===== config.mk =====
export PLATFORM = sky130hd
export DESIGN_NAME = can_arbiter_n
export DESIGN_NICKNAME = d
export VERILOG_FILES = /design/src/rtl/can_arb_pkg.sv /design/src/rtl/can_bit_timer.sv /design/src/rtl/can_arbiter_n.sv
export SDC_FILE = /design/constraint.sdc
export NUM_CORES = 1
export LEC_CHECK = 0
export ABC_CLOCK_PERIOD_IN_PS = 3610
export BUFFER_PORTS_ARGS = -buffer_cell sky130_fd_sc_hd__buf_2
export CORE_ASPECT_RATIO = 0.9
export CORE_MARGIN = 2
export CORE_UTILIZATION = 25
export CTS_BUF_LIST = sky130_fd_sc_hd__clkbuf_4 sky130_fd_sc_hd__clkbuf_8 sky130_fd_sc_hd__clkbuf_16
export DETAILED_ROUTE_END_ITERATION = 6
export HOLD_SLACK_MARGIN = 0.05
export MAX_ROUTING_LAYER = met4
export PLACE_DENSITY = 0.49
export SYNTH_ARGS = -nofsm -noshare
export SYNTH_HDL_FRONTEND = slang
export SYNTH_SLANG_ARGS = --single-unit

===== constraint.sdc =====
create_clock -name CLK -period 3.61 [get_ports CLK]
set_input_delay 0.9025 -clock CLK [delete_from_list [all_inputs] [get_ports CLK]]
set_output_delay 0.9025 -clock CLK [all_outputs]
set_load 0.02 [all_outputs]

===== src/rtl/can_arb_pkg.sv =====
// rtl/can_arb_pkg.sv - shared state encoding and bus constants for can_arbiter_n
package can_arb_pkg;

  typedef enum logic [1:0] {
    ST_IDLE,
    ST_SOF,
    ST_ARB,
    ST_FIN
  } arb_state_e;

  localparam logic DOMINANT  = 1'b0;
  localparam logic RECESSIVE = 1'b1;
  localparam int   STUFF_RUN = 5;

endpackage


===== src/rtl/can_bit_timer.sv =====
// rtl/can_bit_timer.sv - bit-period counter, SAMPLE pulses on the last cycle of each bit
module can_bit_timer #(
  parameter int BIT_CYCLES = 4
) (
  input  logic CLK,
  input  logic RST,
  input  logic EN,
  output logic SAMPLE
);

  localparam int CNT_W = (BIT_CYCLES > 1) ? $clog2(BIT_CYCLES) : 1;
  localparam logic [CNT_W-1:0] LAST = CNT_W'(BIT_CYCLES - 1);

  logic [CNT_W-1:0] cnt_q, cnt_d;

  // Held at zero while disabled so every bit period starts aligned.
  always_comb begin
    cnt_d = '0;
    if (EN && (cnt_q != LAST)) begin
      cnt_d = cnt_q + 1'b1;
    end
  end

  assign SAMPLE = EN && (cnt_q == LAST);

  always_ff @(posedge CLK) begin
    if (!RST) begin
      cnt_q <= '0;
    end else begin
      cnt_q <= cnt_d;
    end
  end

endmodule


===== src/rtl/can_arbiter_n.sv =====
// rtl/can_arbiter_n.sv - N-node CAN identifier arbitration on a modelled wired-AND bus
// Optional bit stuffing is enabled by defining CAN_ARB_STUFF_EN.
module can_arbiter_n
  import can_arb_pkg::*;
#(
  parameter int N_NODES    = 3,
  parameter int ID_W       = 11,
  parameter int BIT_CYCLES = 4
) (
  input  logic                             CLK,
  input  logic                             RST,
  input  logic                             START,
  input  logic [N_NODES-1:0]               REQ,
  input  logic [N_NODES-1:0][ID_W-1:0]     MSG_ID,
  output logic                             CAN_BUS,
  output logic                             BUSY,
  output logic [N_NODES-1:0]               LOST,
  output logic [N_NODES-1:0]               WIN_ONEHOT,
  output logic [$clog2(N_NODES)-1:0]       WIN_IDX,
  output logic [ID_W-1:0]                  WIN_ID,
  output logic                             DONE,
  output logic                             DUP
);

  localparam int IDX_W = $clog2(N_NODES);
  localparam int BIT_W = $clog2(ID_W);

  arb_state_e                   state_q, state_d;
  logic [N_NODES-1:0]           req_q, req_d;
  logic [N_NODES-1:0][ID_W-1:0] id_q, id_d;
  logic [N_NODES-1:0]           lost_q, lost_d;
  logic [N_NODES-1:0]           win_q, win_d;
  logic [IDX_W-1:0]             idx_q, idx_d;
  logic [ID_W-1:0]              win_id_q, win_id_d;
  logic                         dup_q, dup_d;
  logic [BIT_W-1:0]             bit_idx_q, bit_idx_d;

  logic sample;
  logic busy;
  logic arb_level;
  logic stuff_act;
  logic stuff_level;

  assign busy = (state_q == ST_SOF) || (state_q == ST_ARB);

  can_bit_timer #(
    .BIT_CYCLES(BIT_CYCLES)
  ) u_bit_timer (
    .CLK   (CLK),
    .RST   (RST),
    .EN    (busy),
    .SAMPLE(sample)
  );

  // Wired-AND of every node still in contention for the current ID bit.
  always_comb begin
    arb_level = RECESSIVE;
    for (int n = 0; n < N_NODES; n++) begin
      if (req_q[n] && !lost_q[n] && (id_q[n][bit_idx_q] == DOMINANT)) begin
        arb_level = DOMINANT;
      end
    end
  end

  always_comb begin
    CAN_BUS = RECESSIVE;
    case (state_q)
      ST_SOF:  CAN_BUS = DOMINANT;
      ST_ARB:  CAN_BUS = stuff_act ? stuff_level : arb_level;
      default: CAN_BUS = RECESSIVE;
    endcase
  end

`ifdef CAN_ARB_STUFF_EN
  logic       stuff_q, stuff_d;
  logic       last_q, last_d;
  logic [2:0] run_q, run_d;

  // Run length of identical bus levels since SOF; a stuff bit restarts the run.
  always_comb begin
    stuff_d = stuff_q;
    last_d  = last_q;
    run_d   = run_q;
    if (!busy) begin
      stuff_d = 1'b0;
      last_d  = RECESSIVE;
      run_d   = '0;
    end else if (sample) begin
      if (state_q == ST_SOF) begin
        last_d = DOMINANT;
        run_d  = 3'd1;
      end else if (stuff_q) begin
        stuff_d = 1'b0;
        last_d  = CAN_BUS;
        run_d   = 3'd1;
      end else begin
        run_d  = (CAN_BUS == last_q) ? run_q + 3'd1 : 3'd1;
        last_d = CAN_BUS;
        if ((run_d == 3'(STUFF_RUN)) && (bit_idx_q != '0)) begin
          stuff_d = 1'b1;
        end
      end
    end
  end

  always_ff @(posedge CLK) begin
    if (!RST) begin
      stuff_q <= 1'b0;
      last_q  <= RECESSIVE;
      run_q   <= '0;
    end else begin
      stuff_q <= stuff_d;
      last_q  <= last_d;
      run_q   <= run_d;
    end
  end

  assign stuff_act   = stuff_q;
  assign stuff_level = ~last_q;
`else
  assign stuff_act   = 1'b0;
  assign stuff_level = RECESSIVE;
`endif

  always_comb begin
    state_d   = state_q;
    req_d     = req_q;
    id_d      = id_q;
    lost_d    = lost_q;
    win_d     = win_q;
    idx_d     = idx_q;
    win_id_d  = win_id_q;
    dup_d     = dup_q;
    bit_idx_d = bit_idx_q;
    case (state_q)
      ST_IDLE: begin
        if (START && (REQ != '0)) begin
          state_d  = ST_SOF;
          req_d    = REQ;
          id_d     = MSG_ID;
          lost_d   = '0;
          win_d    = '0;
          idx_d    = '0;
          win_id_d = '0;
          dup_d    = 1'b0;
        end
      end
      ST_SOF: begin
        if (sample) begin
          state_d   = ST_ARB;
          bit_idx_d = BIT_W'(ID_W - 1);
        end
      end
      ST_ARB: begin
        if (sample && !stuff_act) begin
          for (int n = 0; n < N_NODES; n++) begin
            if (req_q[n] && !lost_q[n] && (id_q[n][bit_idx_q] == RECESSIVE) &&
                (CAN_BUS == DOMINANT)) begin
              lost_d[n] = 1'b1;
            end
          end
          if (bit_idx_q == '0) begin
            state_d = ST_FIN;
            win_d   = req_q & ~lost_d;
            dup_d   = ($countones(win_d) > 1);
            // Descending scan leaves the lowest surviving index.
            for (int n = N_NODES - 1; n >= 0; n--) begin
              if (win_d[n]) begin
                idx_d    = IDX_W'(n);
                win_id_d = id_q[n];
              end
            end
          end else begin
            bit_idx_d = bit_idx_q - 1'b1;
          end
        end
      end
      ST_FIN:  state_d = ST_IDLE;
      default: state_d = ST_IDLE;
    endcase
  end

  always_ff @(posedge CLK) begin
    if (!RST) begin
      state_q   <= ST_IDLE;
      req_q     <= '0;
      id_q      <= '0;
      lost_q    <= '0;
      win_q     <= '0;
      idx_q     <= '0;
      win_id_q  <= '0;
      dup_q     <= 1'b0;
      bit_idx_q <= '0;
    end else begin
      state_q   <= state_d;
      req_q     <= req_d;
      id_q      <= id_d;
      lost_q    <= lost_d;
      win_q     <= win_d;
      idx_q     <= idx_d;
      win_id_q  <= win_id_d;
      dup_q     <= dup_d;
      bit_idx_q <= bit_idx_d;
    end
  end

  assign BUSY       = busy;
  assign DONE       = (state_q == ST_FIN);
  assign LOST       = lost_q;
  assign WIN_ONEHOT = win_q;
  assign WIN_IDX    = idx_q;
  assign WIN_ID     = win_id_q;
  assign DUP        = dup_q;

endmodule


-- Word-level counts from Yosys, hierarchy flattened
Index checks and enable logic that the tools add are counted.
- flip-flop bits (word level): 64
- input bits: 39
- output and inout bits: 23
- logic and storage cells: 118
- add/sub/neg operators: 4
- magnitude comparators: 2
- equality and inequality tests: 11
- muxes and demuxes: 52
- bitwise gates (word level): 6
- reduce and logical (&&, ||, !) cells: 31
- operators with widths (cell ; count):
    11-bit two-way mux ; 6
    11-bit one-hot mux with 2 select lines ; 1
    2-bit two-way mux ; 10
    1-bit two-way mux ; 18
    1-bit logical AND ; 15
    1-bit binary-select mux with 4-bit select ; 3
    3-bit two-way mux ; 4
    4-bit two-way mux ; 3
    3-bit one-hot mux with 2 select lines ; 2
    4-bit AND reduction ; 3
    2-bit inequality test, second input constant ; 5
    2-bit one-hot mux with 4 select lines ; 1
    4-bit one-hot mux with 2 select lines ; 1
    2-bit == test, second input constant ; 3
    4-bit by 5-bit < comparator with 1-bit output, second input constant ; 1
    5-bit AND reduction ; 1
    4-bit zero test ; 1
    4-bit by 1-bit inequality test with 1-bit output, second input constant ; 1
    1-bit inverter ; 4
    1-bit one-hot mux with 2 select lines ; 2
    2-bit one-hot mux with 2 select lines ; 1
    2-bit AND reduction ; 2
    2-bit nonzero test ; 2
    4-bit by 1-bit subtractor with 4-bit output, second input constant ; 1
    13 further kinds ; 15

-- Logic depth before layout (Yosys ltp)
- depth after elaboration: 21
- depth in mapped cells: 13
- gate-level depth less buffers: 10

-- Cells and area by module
From an unflattened synthesis, not the netlist that was laid out.
- cells, all modules: 387
- area total of the unflattened synthesis: 3283.1 µm²
- modules (own cells, without submodules) (module ; times used ; cells each ; area an instance (µm²) ; seq. area each (µm²)):
    can_arbiter_n ; 1 ; 381 ; 3199.3 ; 1241.2
    can_bit_timer ; 1 ; 6 ; 83.8 ; 40.0

-- Worst setup path after synthesis
Ideal clock, no wire load.
- path type: reg2out
- start point: reg bit_idx_q[1]
- end point: out CAN_BUS
- data arrival time: 1.935 ns
- required time: 2.707 ns
- path slack: 0.772 ns
- cell stages (with the launch flop): 7
- path buffers: 1
- cell sequence: dfxtp_1 -> buf_6 -> mux2i_1 -> a221o_1 -> o22a_1 -> a211o_1 -> o21ai_0
- cells in the longest elaborated chain, start to end: 8
- elaborated cells between the ends (all ways): 16
- classes of those cells: 10 x mux; 3 x bitwise; 3 x reduce/logical
- ends and longest elaborated chain (element ; line ; text):
    start: declaration ; can_arbiter_n.sv:36 ; logic [BIT_W-1:0] bit_idx_q, bit_idx_d;
    start signal: assignment ; can_arbiter_n.sv:203 ; bit_idx_q <= bit_idx_d;
    1-bit binary-select mux with 4-bit select ; can_arbiter_n.sv:59 ; if (req_q[n] && !lost_q[n] && (id_q[n][bit_idx_q] == DOMINANT)) begin
    1-bit two-way mux (implied by the code) ; can_arbiter_n.sv:59 ;
    1-bit inverter ; can_arbiter_n.sv:59 ;
    1-bit logical AND ; can_arbiter_n.sv:59 ;
    1-bit two-way mux (2 in a row) ; can_arbiter_n.sv:59 ;
    1-bit two-way mux * ; can_arbiter_n.sv:59 ;
    1-bit one-hot mux with 2 select lines * ; can_arbiter_n.sv:67 ; case (state_q)
    end: declaration ; can_arbiter_n.sv:15 ; output logic CAN_BUS,
Every way passes the cells marked *; elsewhere a longest branch is shown, timed or not. The select of a mux whose other input is x is not followed.

-- Worst setup path in the final report
- start point: reg bit_idx_q[0]
- end point: out CAN_BUS
The elaborated chain is that of the path after synthesis.

==> qor.yml <==
hold_path:
  hold_class: "reg2reg"
critical_path:
  cp_slowest_stage_delay_ns: 0.63
  critical_path.max_fanout: 14
  cp_top_family: "compound AO/OA/AOI/OAI gates"
  cp_slowest_cell: "dfxtp_1"
  cp_data_arrival_time_ns: 2.52
  cp_cell_sequence: "nor2b_1 > a22oi_1 > o22a_1 > a211o_1 > o21ai_0 > buf_2"
  critPathLaunchType: "register"
  critPathCaptureType: "output port"
  cp_num_buf_inv: 1
  worst-setup-path-type: "reg2out"
  cp.required_ns: 2.71
synth:
  synthTopCellsByCount: "nand2_1, dfxtp_1, a21oi_1"
  synthCells: 386
  synth_edf_count: 0
  synth_top_cell_by_area: "dfxtp_1"
  ys.flop_type: "dfxtp_1"
  async_flop_share: 0
  ys_types: 50
  avgSynthCellArea_um2: 8.36
  yosysTopAreaCellShare: 0.397
  synth.most_common_cell: "nand2_1"
  yosys_register_bits: 64
  ys_seq_area_frac: 0.397
  synthTopCellsByArea: "dfxtp_1, nand2_1, a21oi_1"
  syn-num-nets: 433
  syn_area_um2: 3230
  yosys_warnings: 0
route:
  num_vias: 2963
  drt_iter0_markers: 142
  drc: 0
  vias_per_cell: 4.87
  wire_per_inst_um: 16.0
  antenna_left: 0
  routed_wl_mm: 9.74
  drtPass1Iterations: 4
grt:
  grt_pass1_vias: 2933
  grt_pass1_wl_mm: 15.5
  grt_max_degree: 47
  grt_overflow: 0
  grt_use_total: 0.153
  antenna_found_initial: 0
floorplanning:
  coreArea_um2: 12600
  start_util: 0.255
  num_io_pins: 62
  rows: 39
  die-area_um2: 13800
  die_w_um: 124
  die-height_um: 112
clock_network:
  clockBufferDepth: 2
  clkSinkCount: 64
  clkTransAtPathRegs_ns: 0.05
  cts_tree: "done"
  cts_buffers: 9
  clk_latency_ns: 0.34
  cts_htree_levels: 3
  root_buffer: "clkbuf_16"
pwr:
  power_density_nw_per_um2: 655
  p_total_mw: 2.60
  vdd_drop_max_mv: 0.242
  p_leak_nw: 1.60
layout:
  fill_cells: 1329
  final_nets: 488
  antennaDiodeCount: 0
  syn2layout_area_growth_pct: 23.1
  fin_area_um2: 3970
  drive_gt1_frac: 0.252
timing:
  hold_viol_final: 0
  rsz0062_at_grt: "false"
  tightest_slew_ns: 0.806
  slew_violations: 0
  post-route-min-period_ns: 3.42
  slew_headroom: 0.462
  timing.final.crit_share: 0.949
  fmax_mhz: 292
  fin_worst_skew_ns: 0.00923
  tns_ns: 0
  finalSetupViolCount: 0
placement:
  gp_congestion: 0.851
  dpl_cell_area_um2: 3680
  dp_hpwl_mm: 7.26
  numPortBuffers: 61
outcome:
  status: "completed"
flow_run:
  max_cap_viol_count: 0
==> layout make-up <==
type | count | area, µm² | share of cell area
Multi-Input combinational cell | 286 | 1780 | 0.449
Sequential cell | 64 | 1280 | 0.323
Timing Repair Buffer | 70 | 373 | 0.0938
Clock buffer | 11 | 246 | 0.0620
Tap cell | 164 | 205 | 0.0516
Clock inverter | 4 | 45.0 | 0.0113
Inverter | 10 | 37.5 | 0.00945
==> layer usage <==
metal  global-route usage  wire length (µm)  up-vias
li1                     -                 -     1480
met1                0.210              4770     1393
met2                0.214              4310       86
met3               0.0471               593        4
met4               0.0439                58        0
met5                    -                 0        -
==> path summary, 6_finish.rpt <==
path,cells past startpoint,startpoint,end,slack (ns)
max,6,bit_idx_q[0],CAN_BUS,0.19
min,1,u_bit_timer.cnt_q[0],u_bit_timer.cnt_q[0],0.43
max reg2reg,10,bit_idx_q[0],DUP,0.49
min reg2reg,1,u_bit_timer.cnt_q[0],u_bit_timer.cnt_q[0],0.43
==> stage by stage <==
stage | setup WS (ns) | hold slack, ns | std cells | util
after floorplan | 0.772 | 0.407 | 386 | -
after global placement | 0.424 | 0.418 | 594 | 0.291
after detailed placement | 0.265 | 0.426 | 594 | 0.291
after CTS | 0.117 | 0.432 | 609 | 0.314
after global routing | 0.0108 | 0.458 | 609 | 0.314
final | 0.185 | 0.433 | 609 | 0.314
==> report_power, final <==
group          switching (mW)  total, mW  internal (mW)
registers              0.0929      0.895          0.802
logic                   0.541      0.851          0.310
clock network           0.305      0.857          0.552
total                   0.939       2.60           1.66
==> cells in the final DEF, fill, tap and decap left out, drive strengths merged, types with 9 or more instances in the layout <==
| cell | n |
|---|---|
| nand2 | 92 |
| buf | 70 |
| dfxtp | 64 |
| a21oi | 44 |
| nor2 | 30 |
| o21a | 14 |
| a211oi | 14 |
| o32ai | 11 |
| clkbuf | 11 |
| inv | 10 |
| o21ai | 9 |
==> what timing repair did <==
action,CTS,global route
hold endpoints to repair,0,0
setup endpoints to repair,1,1
resized for setup,1,1
hold buffers,0,0
cloned,0,0
setup buffers,0,0
==> worst reg2reg max path, delay by kind of cell, from the launching register on <==
kind	cells	cell delay [ns]
AND/OR/NAND/NOR	1	0.30
flip-flops	1	0.63
adder cells (fa/ha/maj)	1	0.27
AO/OA/AOI/OAI	7	1.55
buffers and inverters	1	0.23
==> registers in the layout, indices dropped and copies added, names as in the netlist <==
register / count
DUP: 1
LOST: 3
WIN_ID: 11
WIN_IDX: 2
WIN_ONEHOT: 3
bit_idx_q: 4
id_q: 33
req_q: 3
state_q: 2
u_bit_timer.cnt_q: 2
==> cell families after synthesis <==
kind of cell,Yosys count,synth area share
AND/OR/NAND/NOR,149,0.199
AO/OA/AOI/OAI,116,0.264
flip-flops,64,0.397
buffers and inverters,36,0.0512
multiplexers,13,0.0570
adder cells (fa/ha/maj),8,0.0310
No activity file was read; power rests on OpenSTA's default activity.
